<file path="src/rtl/rep_dec.sv">
// rep_dec: recovers one WIDTH-bit value from a COPIES-lane replicated word by per-bit
// majority vote. It also flags any lane that differs from lane 0 and can keep a
// saturating count of mismatched words.
//   Latency: COPIES cycles from capture to out_valid. One word is in flight at a time.
//   Backpressure: the result is held in DONE until out_ready, and in_ready stays low until then.
// Ports:
//   clk, rst (async, active-high)
//   in_valid/in_ready/in          replicated word in; lane k = in[k*WIDTH +: WIDTH]
//   out_valid/out_ready/out       voted value out
//   mismatch                      at least one lane differed from lane 0
//   err_cnt                       saturating count of mismatched words
// Build option: define REP_DEC_ERR_CNT_EN to build the err_cnt counter.
// Without it, err_cnt is tied to 0.
module rep_dec #(
  parameter int WIDTH  = 8,
  parameter int COPIES = 4,
  parameter int CNT_W  = 8
) (
  input  logic                    clk,
  input  logic                    rst,
  input  logic                    in_valid,
  output logic                    in_ready,
  input  logic [WIDTH*COPIES-1:0] in,
  output logic                    out_valid,
  input  logic                    out_ready,
  output logic [WIDTH-1:0]        out,
  output logic                    mismatch,
  output logic [CNT_W-1:0]        err_cnt
);

  localparam int OW = $clog2(COPIES + 1);  // ones-counter width
  localparam int IW = $clog2(COPIES);      // lane index width
  // The vote compares 2*ones against COPIES, so odd and even COPIES share one rule
  // and no fractional half is needed.
  localparam logic [OW:0] COPIES_CMP = (OW + 1)'(COPIES);

  typedef enum logic [1:0] {IDLE, SCAN, DONE} state_t;

  state_t                    state_q, state_d;
  logic [WIDTH*COPIES-1:0]   sh_q, sh_d;
  logic [WIDTH-1:0]          lane0_q, lane0_d;
  logic [WIDTH-1:0][OW-1:0]  ones_q, ones_d;
  logic [IW-1:0]             idx_q, idx_d;
  logic                      diff_q, diff_d;
  logic [WIDTH-1:0]          out_q, out_d;
  logic                      mis_q, mis_d;

  logic [WIDTH-1:0]          lane;
  logic                      lane_diff;
  logic                      last_lane;
  logic [WIDTH-1:0][OW-1:0]  ones_nx;
  logic [WIDTH-1:0]          vote;

  // The lane under scan is always the low slice of the shift register.
  always_comb begin
    lane      = sh_q[WIDTH-1:0];
    lane_diff = (lane != lane0_q);
    last_lane = (idx_q == IW'(COPIES - 1));
    ones_nx   = '0;
    vote      = '0;
    for (int b = 0; b < WIDTH; b++) begin
      ones_nx[b] = ones_q[b] + OW'(lane[b]);
      if ({ones_nx[b], 1'b0} > COPIES_CMP) begin
        vote[b] = 1'b1;
      end else if ({ones_nx[b], 1'b0} < COPIES_CMP) begin
        vote[b] = 1'b0;
      end else begin
        vote[b] = lane0_q[b];  // exact tie: lane 0 wins
      end
    end
  end

  always_comb begin
    state_d = state_q;
    sh_d    = sh_q;
    lane0_d = lane0_q;
    ones_d  = ones_q;
    idx_d   = idx_q;
    diff_d  = diff_q;
    out_d   = out_q;
    mis_d   = mis_q;
    unique case (state_q)
      IDLE: begin
        if (in_valid) begin
          sh_d    = in;
          lane0_d = in[WIDTH-1:0];
          ones_d  = '0;
          idx_d   = '0;
          diff_d  = 1'b0;
          state_d = SCAN;
        end
      end
      SCAN: begin
        sh_d   = sh_q >> WIDTH;
        ones_d = ones_nx;
        idx_d  = idx_q + IW'(1);
        diff_d = diff_q | lane_diff;
        if (last_lane) begin
          out_d   = vote;
          mis_d   = diff_q | lane_diff;
          state_d = DONE;
        end
      end
      DONE: begin
        if (out_ready) begin
          state_d = IDLE;
        end
      end
      default: state_d = IDLE;
    endcase
  end

  always_ff @(posedge clk or posedge rst) begin
    if (rst) begin
      state_q <= IDLE;
      sh_q    <= '0;
      lane0_q <= '0;
      ones_q  <= '0;
      idx_q   <= '0;
      diff_q  <= 1'b0;
      out_q   <= '0;
      mis_q   <= 1'b0;
    end else begin
      state_q <= state_d;
      sh_q    <= sh_d;
      lane0_q <= lane0_d;
      ones_q  <= ones_d;
      idx_q   <= idx_d;
      diff_q  <= diff_d;
      out_q   <= out_d;
      mis_q   <= mis_d;
    end
  end

  // in_ready is gated by rst so that it reads 0 for the whole reset pulse.
  // In that window the state register already holds IDLE.
  assign in_ready  = (state_q == IDLE) & ~rst;
  assign out_valid = (state_q == DONE);
  assign out       = out_q;
  assign mismatch  = mis_q;

`ifdef REP_DEC_ERR_CNT_EN
  logic             err_inc;
  logic [CNT_W-1:0] err_q, err_d;

  always_comb begin
    err_inc = (state_q == SCAN) && last_lane && mis_d;
    err_d   = err_q;
    if (err_inc && (err_q != {CNT_W{1'b1}})) begin
      err_d = err_q + CNT_W'(1);
    end
  end

  always_ff @(posedge clk or posedge rst) begin
    if (rst) begin
      err_q <= '0;
    end else begin
      err_q <= err_d;
    end
  end

  assign err_cnt = err_q;
`else
  assign err_cnt = '0;
`endif

endmodule

</file>
<file path="config.mk">
export PLATFORM = sky130hd
export DESIGN_NAME = rep_dec
export DESIGN_NICKNAME = d
export VERILOG_FILES = /design/src/rtl/rep_dec.sv
export SDC_FILE = /design/constraint.sdc
export NUM_CORES = 1
export LEC_CHECK = 0
export BUFFER_PORTS_ARGS = -buffer_cell sky130_fd_sc_hd__buf_2
export CAP_MARGIN = 0
export CORE_MARGIN = 2
export CORE_UTILIZATION = 55
export CTS_CLUSTER_SIZE = 8
export DETAILED_ROUTE_END_ITERATION = 6
export PLACE_DENSITY_LB_ADDON = 0.25
export SYNTH_ARGS = -nofsm -noshare
export SYNTH_HDL_FRONTEND = slang
export SYNTH_SLANG_ARGS = --single-unit
</file>
<file path="constraint.sdc">
create_clock -name clk -period 2.3 [get_ports clk]
set_input_delay 0 -clock clk [delete_from_list [all_inputs] [get_ports clk]]
set_output_delay 0 -clock clk [all_outputs]
set_load 0.01 [all_outputs]
</file>
==> reports/results.tsv <==
metric	value	unit
detailed-route DRC error count	4	
GRT Total Usage	22.4	%
Required @ worst endpoint	2530	ps
vias per cell	5.22	
worst clock skew	8.62	ps
CP Max Fanout	74	
I/O pin cnt	55	
top sig layer	met4	
VDD IR max	0.673	mV
failing checks	DRC	
antenna violations before repair	0	
final hold viol count	0	
Max Root-Sink Buffers	2	
routed vias	2694	
Placer Congestion	0.709	
Main synth FF type	dfrtp_1	
dpl ws	633	ps
area share of the largest cell type after synthesis	53.1	%
first-pass GRT wire length	12700	um
Placed Area	0.00390	mm^2
total iterations of the first detailed-routing run	7	
Post-synth EDFFs	0	
die area	0.00736	mm^2
RSZ-0062 raised after global routing	false	
fin crit share	72.3	%
Hold Crit Class	in -> reg	
Final Cell Area	0.00444	mm^2
min Tclk post-route	1660	ps
Fmax	601	MHz
largest net degree at the start of global routing	75	
met3 WL	241	um
Leakage	2.06	nW
crit-path leading delay family	flip-flops	
cts hold-fix bufs	34	
hold_ws	22.1	ps
worst path bufs/invs	1	
initial DRC count	217	
non-filler cells in the finished layout	516	
WL final	7330	um
largest cells by area after synthesis	dfrtp_1 53%, nand2_1 9.3%, ha_1 5.8%	
postcts setup bufs	0	
synthesis-to-finish area growth	20.8	%
most frequent CP cell	o21ai_0	
status	finished, violations left	
CTS tree	built	
Compound-Gate Fraction of Synth Area	12.1	%
total grt overflow	0	
post-synthesis simple-gate area fraction	12.2	%
Initial Util	57.3	%
cell area after synthesis	0.00368	mm^2
Clock Pin Slew Worst Setup and Hold Paths	80	ps
startpoint types	flip-flop	
fraction of the yosys area taken by sequential cells	53.1	%
Seq cells post-synth	78	
Unique masters post-synth	32	
worst-path cell chain	nor3b_4 > buf_12 > nor2_2 > o21ai_0 > o21ai_0	
Synth async-reset ratio	100	%
clock root cell	clkbuf_8	
final slew viol count	0	
Core Area	0.00642	mm^2
CTS H-tree depth	3	
diode count	0	
die height	85.8	um
Ys Warns	0	
DR WL/cell	14.2	um
post-synthesis xor/xnor area fraction	3.81	%
Post-Place Cells	466	
Resized cells post-CTS	0	
Critical Path Max Stage Delay	480	ps
final core occ	69.2	%
Mapped Cells	360	
nets	487	
CP endpoint kind	flip-flop	
Met2 Wirelength	3480	um
Fillers	509	
Clock Latency Late Sink	350	ps
slowest library cell on the worst path	dfrtp_1	
Pwr Total	5.56	mW
Port Buf Inserts	46	
antenna-violating nets left	0	
CP Class	reg -> reg	
largest family of logic cells by synthesized area	simple AND/OR/NAND/NOR gates	
share of layout cells above drive strength 1	18.5	%
pwr dens	1250	mW/mm^2
Post-Synth Adder-Cell Area	5.78	%
Avg Cell Area, Syn	10.2	um^2
area leader, netlist	dfrtp_1	
wl on met1	3440	um
Site Rows	29	
Post-DP HPWL	4480	um
vias in the first global route	2643	
final setup vio count	0	
CTS Sinks	78	
Max-Cap Viols	0	
Arrival @ worst endpoint	1890	ps
TNS Setup	0	ps
mux contribution to synthesized area	6.80	%
final setup margin	637	ps
chip width	85.8	um
TritonCTS Buffers	9	
[per-layer routing]
metal  vias to the layer above  GRT usage [%]
met5                         -              0
met1                      1262           31.5
met4                         0           10.1
met3                        14           3.66
met2                        60           34.6
li1                       1358              -
[logic make-up (layout without fill, tap and decap cells)]
family,count (synthesis),count (layout)
xor gates and xnor gates,16,16
DFF,78,78
muxes,24,24
adders and majority gates,17,17
other,1,8
AOI/OAI and AO/OA,80,80
and+or+nand+nor,111,111
buffers and inverters,33,105
[Yosys cell counts, types with 2 or more instances]
cell type	n
nand2_1	91
dfrtp_1	78
o21ai_0	37
ha_1	17
mux2i_1	16
o21ai_1	16
xnor2_1	15
buf_2	11
buf_4	11
nor2_1	10
a22oi_1	8
a31oi_1	8
mux2_2	8
o22ai_1	7
buf_6	5
inv_1	3
a21oi_1	2
clkbuf_1	2
nor2b_1	2
[cell usage in the layout, fill, tap and decap left out, types with 10 or more instances in the layout]
| cell | netlist | final |
|---|---|---|
| buf_2 | 11 | 46 |
| clkbuf_8 | 0 | 14 |
| ha_1 | 17 | 17 |
| o21ai_1 | 16 | 16 |
| dfrtp_1 | 78 | 78 |
| o21ai_0 | 37 | 37 |
| nand2_1 | 91 | 91 |
| mux2i_1 | 16 | 16 |
| nor2_1 | 10 | 10 |
| dlygate4sd3_1 | 0 | 34 |
| xnor2_1 | 15 | 15 |
[flip-flops by register name, indices dropped and copies added (netlist names)]
signal	count
mismatch	1
lane0_q	8
ones_q	24
sh_q	32
state_q	2
out	8
diff_q	1
idx_q	2
[power breakdown]
group | internal, mW | switching, mW
sequential | 1.93 | 0.387
combinational | 0.940 | 1.28
clock | 0.538 | 0.478
[worst paths after layout]
check / from / to / slack (ps) / cells past startpoint
max: state_q[1]$_DFFE_PP0P_ / ones_q[23]$_DFFE_PP0P_ / 640 / 5
min: in_valid / diff_q$_DFFE_PP0P_ / 20 / 4
max in group asynchronous: rst / diff_q$_DFFE_PP0P_ / 1400 / 4
min in group asynchronous: rst / mismatch$_DFFE_PP0P_ / 220 / 3
max reg2reg: state_q[1]$_DFFE_PP0P_ / ones_q[23]$_DFFE_PP0P_ / 640 / 5
min reg2reg: sh_q[26]$_DFFE_PP0P_ / sh_q[18]$_DFFE_PP0P_ / 490 / 2
[area by class of cell]
class                           instances  area [um^2]  area share (%)
Clock inverter                          2         12.5           0.282
Timing Repair Buffer                   86          641            14.4
Clock buffer                           14          193            4.34
Multi-Input combinational cell        256         1540            34.6
Sequential cell                        78         1950            43.9
Inverter                                3         11.3           0.253
Tap cell                               77         96.3            2.17
[worst min-delay path: stages]
cell and delay (ps):
buf_2 90, inv_1 30, o21ai_0 130, a21oi_1 60
(Power assumes the default switching activity.)
